==> config.mk <==
export PLATFORM = sky130hd
export DESIGN_NAME = mem_access_unit
export DESIGN_NICKNAME = d
export VERILOG_FILES = /design/src/rtl/mem_access_unit_pkg.sv /design/src/rtl/mem_access_unit_load_extend.sv /design/src/rtl/mem_access_unit.sv
export SDC_FILE = /design/constraint.sdc
export NUM_CORES = 1
export LEC_CHECK = 0
export ABC_AREA = 1
export CORE_ASPECT_RATIO = 2
export CORE_UTILIZATION = 35
export CTS_CLUSTER_DIAMETER = 60
export DETAILED_ROUTE_END_ITERATION = 7
export GPL_TIMING_DRIVEN = 0
export PLACE_DENSITY = 0.72
export SYNTH_ARGS = -nofsm -noshare
export SYNTH_HDL_FRONTEND = slang
export SYNTH_SLANG_ARGS = --single-unit
==> constraint.sdc <==
create_clock -name clk -period 1.8 [get_ports clk]
set_clock_uncertainty 0.15 [all_clocks]
set_input_delay 0.54 -clock clk [delete_from_list [all_inputs] [get_ports clk]]
set_output_delay 0.54 -clock clk [all_outputs]
set_load 0.02 [all_outputs]
==> src/rtl/mem_access_unit_pkg.sv <==
// Shared types and helpers for the memory access stage.
// Latency: n/a (types, constants and pure functions only).
// Backpressure: n/a.
package mem_access_unit_pkg;

    localparam logic ENABLE  = 1'b1;
    localparam logic DISABLE = 1'b0;

    // RV32I funct3 width/sign codes; store and load byte/half codes share values.
    localparam logic [2:0] FUNCT3_LB  = 3'b000;
    localparam logic [2:0] FUNCT3_LH  = 3'b001;
    localparam logic [2:0] FUNCT3_LBU = 3'b100;
    localparam logic [2:0] FUNCT3_LHU = 3'b101;
    localparam logic [2:0] FUNCT3_SB  = 3'b000;
    localparam logic [2:0] FUNCT3_SH  = 3'b001;

    typedef enum logic [0:0] {
        ST_IDLE = 1'b0,
        ST_BUSY = 1'b1
    } state_e;

    typedef enum logic [1:0] {
        SZ_BYTE = 2'd0,
        SZ_HALF = 2'd1,
        SZ_WORD = 2'd2
    } size_e;

    // Any funct3 that is not a recognised byte/half code behaves as a word.
    function automatic size_e access_size(input logic store, input logic [2:0] f3);
        if (store) begin
            if (f3 == FUNCT3_SB) return SZ_BYTE;
            if (f3 == FUNCT3_SH) return SZ_HALF;
            return SZ_WORD;
        end
        if (f3 == FUNCT3_LB || f3 == FUNCT3_LBU) return SZ_BYTE;
        if (f3 == FUNCT3_LH || f3 == FUNCT3_LHU) return SZ_HALF;
        return SZ_WORD;
    endfunction

    function automatic logic is_misaligned(input size_e sz, input logic [1:0] lo);
        return ((sz == SZ_HALF) && lo[0]) || ((sz == SZ_WORD) && (lo != 2'b00));
    endfunction

endpackage

==> src/rtl/mem_access_unit_load_extend.sv <==
// Selects the addressed byte/half/word of a read word and sign/zero-extends it.
// Latency: combinational.
// Backpressure: none.
// Ports: funct3 (load code), addr_lo (byte offset), rdata (memory word) -> data (extended result).
module load_extend
    import mem_access_unit_pkg::*;
(
    input  logic [2:0]  funct3,
    input  logic [1:0]  addr_lo,
    input  logic [31:0] rdata,
    output logic [31:0] data
);

    size_e       sz;
    logic [7:0]  byte_sel;
    logic [15:0] half_sel;
    logic        sign_en;

    always_comb begin
        sz       = access_size(1'b0, funct3);
        byte_sel = rdata[{addr_lo, 3'b000} +: 8];
        half_sel = rdata[{addr_lo[1], 4'b0000} +: 16];
        // funct3[2] marks the unsigned variants (LBU/LHU).
        sign_en  = ~funct3[2];
        case (sz)
            SZ_BYTE: data = {{24{sign_en & byte_sel[7]}}, byte_sel};
            SZ_HALF: data = {{16{sign_en & half_sel[15]}}, half_sel};
            default: data = rdata;
        endcase
    end

endmodule

==> src/rtl/mem_access_unit.sv <==
// Memory stage: one load/store per handshake to a variable-latency single-port data memory.
// Latency: accept at N, dmem_req from N+1, resp_valid one cycle after dmem_ack (earliest N+2).
// Backpressure: req_ready only in IDLE; one request in flight; dmem_req held until ack or timeout.
// Ports: req_* / is_load / is_store / funct3 / addr / w_data in; dmem_* bus; resp_valid, mem_r_data,
//        bus_err, misaligned out. Optional MEM_ACCESS_MISALIGN_TRAP_EN traps misaligned half/word.
module mem_access_unit
    import mem_access_unit_pkg::*;
#(
    parameter int unsigned TIMEOUT_CYCLES = 16
) (
    input  logic        clk,
    input  logic        rst,
    input  logic        req_valid,
    output logic        req_ready,
    input  logic        is_load,
    input  logic        is_store,
    input  logic [2:0]  funct3,
    input  logic [31:0] addr,
    input  logic [31:0] w_data,
    output logic        dmem_req,
    output logic        dmem_we,
    output logic [31:0] dmem_addr,
    output logic [3:0]  dmem_wstrb,
    output logic [31:0] dmem_wdata,
    input  logic        dmem_ack,
    input  logic [31:0] dmem_rdata,
    output logic        resp_valid,
    output logic [31:0] mem_r_data,
    output logic        bus_err,
    output logic        misaligned
);

    state_e      state_q, state_d;
    logic [15:0] cnt_q, cnt_d;
    logic        store_q, store_d;
    logic [2:0]  funct3_q, funct3_d;
    logic [31:0] addr_q, addr_d;
    logic [31:0] wdata_q, wdata_d;
    logic        resp_q, resp_d;
    logic        err_q, err_d;
    logic        mis_q, mis_d;
    logic [31:0] rdata_q, rdata_d;

    logic        new_store;
    logic        trap_mis;
    logic        busy;
    logic        timeout_hit;
    logic [31:0] ext_data;
    logic [3:0]  strb;
    logic [31:0] wrep;

    // Both op bits set resolves to a load.
    assign new_store = (is_store == ENABLE) && (is_load == DISABLE);

`ifdef MEM_ACCESS_MISALIGN_TRAP_EN
    assign trap_mis = is_misaligned(access_size(new_store, funct3), addr[1:0]);
`else
    assign trap_mis = 1'b0;
`endif

    assign busy        = (state_q == ST_BUSY);
    assign timeout_hit = (TIMEOUT_CYCLES != 0) && (cnt_q == 16'(TIMEOUT_CYCLES - 1));

    load_extend u_load_extend (
        .funct3  (funct3_q),
        .addr_lo (addr_q[1:0]),
        .rdata   (dmem_rdata),
        .data    (ext_data)
    );

    always_comb begin
        case (access_size(store_q, funct3_q))
            SZ_BYTE: begin
                strb = 4'b0001 << addr_q[1:0];
                wrep = {4{wdata_q[7:0]}};
            end
            SZ_HALF: begin
                strb = addr_q[1] ? 4'b1100 : 4'b0011;
                wrep = {2{wdata_q[15:0]}};
            end
            default: begin
                strb = 4'b1111;
                wrep = wdata_q;
            end
        endcase
    end

    always_comb begin
        state_d  = state_q;
        cnt_d    = cnt_q;
        store_d  = store_q;
        funct3_d = funct3_q;
        addr_d   = addr_q;
        wdata_d  = wdata_q;
        resp_d   = 1'b0;
        err_d    = 1'b0;
        mis_d    = 1'b0;
        rdata_d  = rdata_q;
        case (state_q)
            ST_IDLE: begin
                if (req_valid) begin
                    if (is_load || is_store) begin
                        store_d  = new_store;
                        funct3_d = funct3;
                        addr_d   = addr;
                        wdata_d  = w_data;
                        if (trap_mis) begin
                            resp_d  = 1'b1;
                            mis_d   = 1'b1;
                            rdata_d = '0;
                        end else begin
                            state_d = ST_BUSY;
                            cnt_d   = '0;
                        end
                    end else begin
                        // No operation: answer immediately without touching memory.
                        resp_d  = 1'b1;
                        rdata_d = '0;
                    end
                end
            end
            ST_BUSY: begin
                cnt_d = cnt_q + 16'd1;
                if (dmem_ack) begin
                    resp_d  = 1'b1;
                    rdata_d = store_q ? '0 : ext_data;
                    state_d = ST_IDLE;
                end else if (timeout_hit) begin
                    resp_d  = 1'b1;
                    err_d   = 1'b1;
                    rdata_d = '0;
                    state_d = ST_IDLE;
                end
            end
            default: state_d = ST_IDLE;
        endcase
    end

    always_ff @(posedge clk) begin
        if (rst) begin
            state_q  <= ST_IDLE;
            cnt_q    <= '0;
            store_q  <= 1'b0;
            funct3_q <= '0;
            addr_q   <= '0;
            wdata_q  <= '0;
            resp_q   <= 1'b0;
            err_q    <= 1'b0;
            mis_q    <= 1'b0;
            rdata_q  <= '0;
        end else begin
            state_q  <= state_d;
            cnt_q    <= cnt_d;
            store_q  <= store_d;
            funct3_q <= funct3_d;
            addr_q   <= addr_d;
            wdata_q  <= wdata_d;
            resp_q   <= resp_d;
            err_q    <= err_d;
            mis_q    <= mis_d;
            rdata_q  <= rdata_d;
        end
    end

    // Bus outputs are forced to zero outside BUSY so idle state is quiet.
    assign req_ready  = (state_q == ST_IDLE);
    assign dmem_req   = busy;
    assign dmem_we    = busy & store_q;
    assign dmem_addr  = busy ? {addr_q[31:2], 2'b00} : '0;
    assign dmem_wstrb = (busy & store_q) ? strb : 4'b0000;
    assign dmem_wdata = (busy & store_q) ? wrep : '0;
    assign resp_valid = resp_q;
    assign mem_r_data = rdata_q;
    assign bus_err    = err_q;
    assign misaligned = mis_q;

endmodule

Yosys cells after proc, flatten, opt, wreduce, memory -nomap -nowiden. Cells that the tools add are included.

Register bits after elaboration: 119. Bits in latches: 0. Bits in writable memories: 0. Memory bits (read-only): 0. Word-level logic and storage cells: 92. Memories: 0.

$add $sub $neg: 1. Multiply operators: 0. Divide/modulo/power cells: 0. Order comparisons: 0. Equality and inequality tests: 10. Shifts and indexed selects: 3. Mux-type cells: 52. Bitwise operators: 6. Reduce and logical (&&, ||, !) cells: 11.

Operators by type and width (number): $mux 32 (7); $pmux 32 s2 (3); $mux 16 (2); $pmux 16 s2 (1); $shiftx 32x6->16 (1); $shiftx 32x6->8 (1); $mux 2 (14); $mux 1 (20); $add 16x1->16 const B (1); $eq 16x4->1 const B (1); $mux 4 (2); $pmux 4 s2 (1); $eq 3x3->1 const B (2); $reduce_and 3->1 (2); $eq 2x1->1 const B (2); $logic_not 2->1 (2); $ne 2x2->1 const B (2); $pmux 1 s2 (2); $shl 1x2->4 const A (1); $and 1x1->1 (3); $eq 3x1->1 const B (1); $logic_not 3->1 (1); $logic_or 1x1->1 (3); $ne 3x2->1 const B (1); other kinds (5) (7).

Logic depth before layout (Yosys ltp). Gate-level depths: netlist of the first run.

Depth in word-level cells: 16. Gate-level depth with buffers: 12.

Cells and area by module. Synthesis of the first run repeated with hierarchy kept, for this count alone.

Cell total of the unflattened synthesis: 922. Area total of the unflattened synthesis: 6155.9 µm².

By module, submodules not included: mem_access_unit (times used 1, cells each 738, area an instance 5171.2 µm²); load_extend (times used 1, cells each 184, area an instance 984.7 µm²).

Worst setup path after synthesis of the first run. OpenSTA, ideal clock, no wires.

Kind: reg2out. Start: register state_q, in the netlist dmem_req. End: output dmem_wdata[20]. Arrival: 1.626 ns. Data required time: 1.110 ns. Setup slack: -0.516 ns. Cell stages (with the launch flop): 7. Buffers on the path: 2. Cells stage by stage: dfxtp_1 > buf_2 > nand2_1 > inv_1 > buf_2 > o21ai_0 > a21oi_1.

Cells in the longest elaborated chain, start to end: 2.

RTL lines: from (decl) (RTL line mem_access_unit.sv:33) `state_e state_q, state_d;`; from (signal assigned) (RTL line mem_access_unit.sv:152) `state_q <= state_d;`; $and 1x1->1; via dmem_we (RTL line mem_access_unit.sv:21) `output logic dmem_we,`; $mux 32 (RTL line mem_access_unit.sv:171) `assign dmem_wdata = (busy & store_q) ? wrep : '0;`; to (decl) (RTL line mem_access_unit.sv:24) `output logic [31:0] dmem_wdata,`.

The timed path passes the listed nets, and every way through them passes these cells.

Worst setup path in the final report of the first run.
Start: register store_q. End: output dmem_wdata[15].

Cells in the longest elaborated chain, start to end: 5. Elaborated cells between the ends (all ways): 7. Classes of those cells: 1 x eq/ne; 4 x mux; 1 x bitwise; 1 x reduce/logical.

RTL lines: from (decl) (RTL line mem_access_unit.sv:35) `logic store_q, store_d;`; from (signal assigned) (RTL line mem_access_unit.sv:154) `store_q <= store_d;`; $mux 1 (RTL line mem_access_unit_pkg.sv:30) `if (store) begin`; $mux 2 (RTL line mem_access_unit_pkg.sv:35) `if (f3 == FUNCT3_LB || f3 == FUNCT3_LBU) return SZ_BYTE;`; $eq 2x1->1 or $logic_not 2->1 (tied branches) (RTL line mem_access_unit.sv:72) `case (access_size(store_q, funct3_q))`; $pmux 32 s2 (RTL line mem_access_unit.sv:72); $mux 32 * (RTL line mem_access_unit.sv:171).

Every way passes the cells marked *; elsewhere a longest branch is shown, timed or not.

==> run metrics, run 1 <==
outcome finished with violations; failing checks setup timing; WP buf/inv 2; DPL Wire Length 15.9 mm; Sink Count 119; Root Driver clkbuf_16; flop-to-flop setup slack 0.03 ns; Clk pin slew, worst setup/hold paths 0.06 ns; Row Count 66; Vias/cell 5.01; crit start category flip-flop; CTS tree done; DRC viols 0; Slew Viols, Final 0; DRT iter0 DRCs 316; die width 93.8 µm; hold bufs inserted after CTS 0; # H-tree levels 4; vias in the first global route 6926; Tot Pwr 0.00819 W; Syn-to-layout area delta 76.3%; Max IR drop VDD 0.657 mV; Final setup viols 67; Worst R2R Path Depth 11; relative max-transition margin 0.529; via count 6953; final setup margin -0.515 ns; end point of the critical path dmem_wdata[15]; crit path capture type output pin; die footprint 17400 µm²; clock buffer count from CTS 17; crit path time final 2.31 ns; synthesized flop and latch total 119; area leader, netlist dfxtp_1; kind of critical path reg -> out; static leakage 4.72 nW; core area 16400 µm²; synth top area cells dfxtp_1 (40%), nand2_1 (13%), nor2_1 (13%); Mapped Avg Cell Area 6.48 µm²; GRT overflow 0; Slowest cell on crit path dfxtp_4; Antenna Violating Nets Remaining 0; HP Class reg -> reg; layout cells sized above 1 0.324; crit path cell chain nand2_4 -> nand2_8 -> clkbuf_16 -> a21oi_4 -> o21ai_2 -> nand2_4 -> a21oi_4 -> buf_6; initial antenna violation count 2; WP depth 8; register area share after synthesis 0.404; first-pass GRT wire length 34.4 mm; Yosys top cell area share 0.404; clk buf depth 2; final estimated routing congestion in global placement 0.930; Final nets 1276; Crit path largest cell delay 0.37 ns; top-level port count 211; Setup crit start store_q$_SDFFE_PP0P_; Die Y 186 µm; Critical Path RT 1.11 ns; Slew @ Worst Pin 0.706 ns; Ys Warns 0; Fillers 1395; HP Start mem_r_data[6]$_SDFFE_PP0P_; initial core utilization 0.361; Power Dens Cells 788 nW/µm²; Detailed Route WL 22.9 mm; Netlist Area Pre-Place 5900 µm²; unrepaired setup endpoints after global routing true; Post-Syn Instances 911; top cell family by delay on the critical path flip-flops; IO buf count 206; Reg-to-Reg End mem_r_data[30]$_SDFFE_PP0P_; largest net degree at the start of global routing 17; Fmax 432 MHz; reg2reg start funct3_q[1]$_SDFFE_PP0P_; final hold violation count 0; crit share post-route 1.29; drt first pass iters 5; Max Cap Viol 0; Routed wire per std cell 16.5 µm; clk_lat worst skew 0.41 ns; Netlist cell types 36; CP Data Arrival Time 1.62 ns; gr usage total 0.260; CP Max Fanout 5; Hold WS 0.312 ns
power breakdown:
part | switching (W) | total (W) | leakage (nW) | internal (W)
logic | 0.000999 | 0.00182 | 3.46 | 0.000817
clock network | 0.00132 | 0.00344 | 0.286 | 0.00212
registers | 0.000136 | 0.00293 | 0.981 | 0.00279
worst register-to-register path, cell delays in order (launching register included):
cell and delay (ns):
dfxtp_2 0.35, clkinv_4 0.07, buf_4 0.18, nand2_4 0.11
nor2_1 0.05, nand2_1 0.08, nand2_2 0.07, nand2_4 0.09
nand3_4 0.16, clkbuf_16 0.21, nand2_2 0.06, a21oi_2 0.05
metrics by stage:
step	setup slack [ns]	instance area, µm²	TNS, ns	instances	util
floorplan	-0.0505	6200	-0.328	913	-
global placement	-0.727	8520	-99.46	1323	0.521
detailed placement	-0.749	8520	-100.08	1323	0.521
CTS	-0.477	9650	-29.99	1373	0.590
global route	-0.560	10400	-27.74	1389	0.636
finish	-0.515	10400	-25.05	1389	0.636
synth_stat cells:
| cell type | number |
|---|---|
| a211oi_1 | 9 |
| conb_1 | 1 |
| a21oi_2 | 10 |
| ha_1 | 1 |
| nand2_2 | 12 |
| nand3_1 | 29 |
| nor3b_1 | 1 |
| nor2_4 | 2 |
| a21oi_1 | 59 |
| buf_12 | 1 |
| buf_6 | 1 |
| buf_8 | 1 |
| clkinv_2 | 1 |
| clkbuf_1 | 36 |
| or2_1 | 1 |
| nand2_4 | 2 |
| buf_1 | 5 |
| o21ai_1 | 3 |
| nor3_2 | 2 |
| nand4_1 | 1 |
| a221oi_1 | 2 |
| nor2_1 | 207 |
| dfxtp_1 | 119 |
| inv_4 | 1 |
| nand2_1 | 208 |
| nor2_8 | 1 |
| nor3_1 | 1 |
| buf_4 | 4 |
| inv_1 | 71 |
| o21ai_0 | 100 |
| buf_2 | 9 |
| nand3_4 | 1 |
| inv_2 | 2 |
| a22oi_1 | 4 |
| nor4_1 | 2 |
| inv_6 | 1 |
worst min-delay path by stage:
stage / depth (start not counted) / slack [ns] / endpoint
2_1_floorplan: 2 / 0.30 / wdata_q[20]$_SDFFE_PP0P_
3_3_place_gp: 2 / 0.30 / mem_r_data[12]$_SDFFE_PP0P_
3_5_place_dp: 2 / 0.30 / mem_r_data[4]$_SDFFE_PP0P_
4_1_cts: 2 / 0.31 / mem_r_data[4]$_SDFFE_PP0P_
5_1_grt: 2 / 0.33 / mem_r_data[3]$_SDFFE_PP0P_
6_report: 2 / 0.31 / mem_r_data[6]$_SDFFE_PP0P_
cell usage in the layout, fill, tap and decap left out, types with 6 or more instances in the layout:
master,Yosys,layout
nand2_1,208,170
buf_8,1,6
clkdlybuf4s50_1,0,101
nor2_1,207,167
clkdlybuf4s15_1,0,19
nor2_4,2,26
nand2_4,2,31
inv_2,2,35
nand2_2,12,18
nor2_2,0,16
a21oi_1,59,53
clkbuf_16,0,23
buf_4,4,28
clkbuf_1,36,13
o21ai_2,0,14
o21ai_0,100,70
o21ai_4,0,9
inv_1,71,33
nand3_1,29,26
clkbuf_2,0,15
buf_12,1,8
a21oi_2,10,13
dlygate4sd2_1,0,11
dfxtp_1,119,109
o21ai_1,3,10
buf_6,1,74
routing by layer:
metal | share of wire | wire (µm) | global-route usage | vias up
met4 | 0.049 | 1110 | 0.165 | 0
met5 | 0 | 0 | 0 | -
met1 | 0.33 | 7620 | 0.240 | 3220
met3 | 0.055 | 1250 | 0.0543 | 71
li1 | - | - | - | 3403
met2 | 0.56 | 12900 | 0.500 | 259
registers in the layout, summed over array words and instances (netlist names):
| signal | cells |
|---|---|
| resp_valid | 1 |
| store_q | 1 |
| cnt_q | 16 |
| mem_r_data | 32 |
| wdata_q | 32 |
| bus_err | 1 |
| dmem_req | 1 |
| funct3_q | 3 |
| addr_q | 32 |
repair_timing:
| item | CTS | global route |
|---|---|---|
| buffers inserted | 14 | 12 |
| gates cloned | 5 | 2 |
| setup endpoints to repair | 210 | 201 |
| gates resized for setup | 536 | 240 |
| pin swaps | 20 | 29 |
area by class of cell:
cell class,count,area [µm²],share of cell area
clock buffers,19,453,0.0436
inverters,76,329,0.0316
plain buffers,56,523,0.0503
diodes,2,5.00,0.000481
repair buffers,239,2520,0.242
multi-input cells,661,3760,0.362
clock inverters,13,145,0.0140
well taps,204,255,0.0245
flip-flops and latches,119,2410,0.232
cells by family (layout without fill, tap and decap cells):
group	Yosys count	in the layout	synth area share
flip-flops	119	119	0.404
AND/OR/NAND/NOR	470	470	0.325
AO/OA/AOI/OAI	187	187	0.172
adder cells (fa/ha/maj)	1	1	0.00212
buffers and inverters	133	403	0.0965
other	1	5	0.000636
(Power assumes the default switching activity.)
==> inputs of run 2 (changes only) <==
Settings changed: CORE_MARGIN from default to 10, PLACE_DENSITY 0.72 to 0.68.
==> run 2 against run 1 <==
  * The run still ends with setup timing left
  * Clock-buffer cell count down 2
  * Via count grew 0.65%
  * Global-route usage is 5.2 points lower
  * Non-clock buffer count grew 21
  * Flip-flop and latch count is the same
  * Design area up 2.4%
  * Worst setup slack gained 0.049 ns
  * Clock power decreased by 5%
  * Utilization grew 0.25 points
  * Final cell count grew 1.7%
  * Routed wire length is 8.8% higher
  * Critical path depth fell by 1
  * Critical endpoint is now dmem_wdata[16]
  * Highest routed layer unchanged
==> run metrics, run 2 (synthesized netlist as in run 1, its figures left out) <==
drt first pass iters 5 (unchanged); cell internal pwr 0.00560 W (-2.4%); crit path cell chain nand2_4 -> nand2_8 -> inv_8 -> clkbuf_16 -> nor2_2 -> a211oi_4 -> buf_6; Die Y 204 µm (+9.7%); most frequent cells in the layout nand2_1 (168), nor2_1 (168), dfxtp_1 (111); Fmax 441 MHz (+2.2%); Power Dens Cells 762 nW/µm² (-3.2%); hold bufs inserted after CTS 0 (unchanged); Max IR drop VDD 0.650 mV (-1.0%); crit share post-route 1.26 (-0.0271); Comb pwr share 0.238 (+0.016); CP Data Arrival Time 1.58 ns (-0.04 ns); largest net degree at the start of global routing 17 (unchanged); Layout Cells excl Fill 1413 (+1.7%); Routed wire per std cell 17.6 µm (+6.9%); clk buf depth 2 (unchanged); final hold violation count 0 (unchanged); sequential fraction of design power 0.361 (+0.003); Sw Pwr 0.00252 W (+2.6%); gr usage total 0.208 (-0.0525); final estimated routing congestion in global placement 0.921 (-1.0%); clk_lat worst skew 0.42 ns (about the same); Sw Ratio 0.310 (+0.0105); unrepaired setup endpoints after global routing true; crit path capture type output pin; Final setup viols 68 (+1.5%); Antenna Violating Nets Remaining 0 (unchanged); Slowest cell on crit path dfxtp_4; crit path time final 2.27 ns (-0.0488 ns); Clk pwr share 0.401 (-0.020); relative max-transition margin 0.558 (+0.0288); CTS tree done; Design Area, Final 10700 µm² (+2.4%); initial core utilization 0.354 (-0.00717); Root Driver clkbuf_16; vias in the first global route 7108 (+2.6%); via count 6998 (+0.65%); core area 16700 µm² (+2.0%); DRT iter0 DRCs 307 (-2.8%); Detailed Route WL 24.9 mm (+8.8%); Clk pin slew, worst setup/hold paths 0.06 ns (about the same); die width 112 µm (+19%); Critical Path RT 1.11 ns (about the same); worst slack at placement -0.853 ns (-0.104 ns); failing checks setup timing; final setup margin -0.466 ns (+0.0488 ns); DP Area 8520 µm² (about the same); Fillers 1443 (+3.4%); DRC viols 0 (unchanged); placed cell count 1326 (+0.23%); WP buf/inv 3 (+1); Slew Viols, Final 0 (unchanged); Crit path largest cell delay 0.36 ns (about the same); outcome finished with violations; die footprint 22800 µm² (+31%); Sink Count 119 (unchanged); static leakage 4.90 nW (+3.7%); Slew @ Worst Pin 0.663 ns (-0.0432 ns); HP Class reg -> reg; initial antenna violation count 2 (unchanged); top-level port count 211 (unchanged); DPL Wire Length 18.2 mm (+14%); first-pass GRT wire length 37.9 mm (+10%); GRT overflow 0 (unchanged); CP Max Fanout 7 (+2); Syn-to-layout area delta 80.6%; clock buffer count from CTS 17 (unchanged); top cell family by delay on the critical path buffers and inverters; Row Count 67 (+1.5%); Final nets 1297 (+1.6%); layout cells sized above 1 0.331 (+0.00681); crit start category flip-flop; kind of critical path reg -> out; # H-tree levels 4 (unchanged); Max Cap Viol 0 (unchanged); IO buf count 206 (unchanged); Vias/cell 4.95 (-1.1%)
[run 2: changes by cell type in the layout (fill, tap and decap cells not counted), sizes merged]
cell	before	now
clkdlybuf4s50	101	99
inv	76	77
buf	124	144
clkinvlp	4	7
dlygate4sd2	11	5
dlymetal6s2s	2	4
bufinv	2	1
clkinv	7	6
clkdlybuf4s15	19	24
[run 2: final timing paths]
check / slack (ns) / from / endpoint / cells past startpoint
max: -0.47 / store_q$_SDFFE_PP0P_ / dmem_wdata[16] / 7
min: 0.31 / mem_r_data[3]$_SDFFE_PP0P_ / mem_r_data[3]$_SDFFE_PP0P_ / 2
max reg2reg: 0.05 / addr_q[1]$_SDFFE_PP0P_ / mem_r_data[22]$_SDFFE_PP0P_ / 12
min reg2reg: 0.31 / mem_r_data[3]$_SDFFE_PP0P_ / mem_r_data[3]$_SDFFE_PP0P_ / 2
[run 2: per-layer routing]
layer / up-vias / wire, µm / share of wire / global-route usage
met5: - / 0 / 0 / 0
met4: 0 / 1330 / 0.053 / 0.118
met3: 67 / 1670 / 0.067 / 0.0521
met2: 280 / 13600 / 0.55 / 0.397
met1: 3211 / 8270 / 0.33 / 0.192
li1: 3440 / - / - / -
[run 2: layout make-up]
cell class | instances | area, µm² | share of cell area
diodes | 2 | 5.00 | 0.000470
plain buffers | 55 | 541 | 0.0507
clock buffers | 17 | 425 | 0.0399
clock inverters | 15 | 130 | 0.0122
inverters | 76 | 334 | 0.0314
multi-input cells | 661 | 3770 | 0.354
flip-flops and latches | 119 | 2400 | 0.225
well taps | 207 | 259 | 0.0243
repair buffers | 261 | 2790 | 0.262
[run 2: repair_timing]
action,in CTS,in global routing
resized for setup,660,127
buffers inserted,22,24
setup endpoints to repair,210,197
pin swaps,43,31
cloned,7,3
[run 2: worst reg2reg max path: stages, from the launching register on]
cell and delay (ns):
dfxtp_1 0.33, buf_6 0.14, inv_6 0.04, buf_8 0.13, nand2_2 0.06, o21ai_2 0.05
nand2_1 0.07, nand2_2 0.07, nand2_4 0.09, nand3_4 0.15, clkbuf_16 0.21, nand2_2 0.07
a21oi_2 0.05
[run 2: power by group through the flow]
stage	sequential [W]	clock, W	combinational (W)
3_3_place_gp	0.00294	0	0.00141
6_report	0.00293	0.00326	0.00193
5_1_grt	0.00295	0.00340	0.00209
3_5_place_dp	0.00294	0	0.00142
4_1_cts	0.00291	0.00331	0.00171
2_1_floorplan	0.00295	0	0.000810
[run 2: through the flow]
step	setup TNS [ns]	total power [W]	hold WS [ns]	utilization
2_1_floorplan	-0.328	0.00376	0.300	-
3_3_place_gp	-104.81	0.00435	0.299	0.511
3_5_place_dp	-105.56	0.00436	0.303	0.511
4_1_cts	-24.58	0.00793	0.309	0.601
5_1_grt	-27.85	0.00843	0.324	0.638
6_report	-24.86	0.00812	0.305	0.638
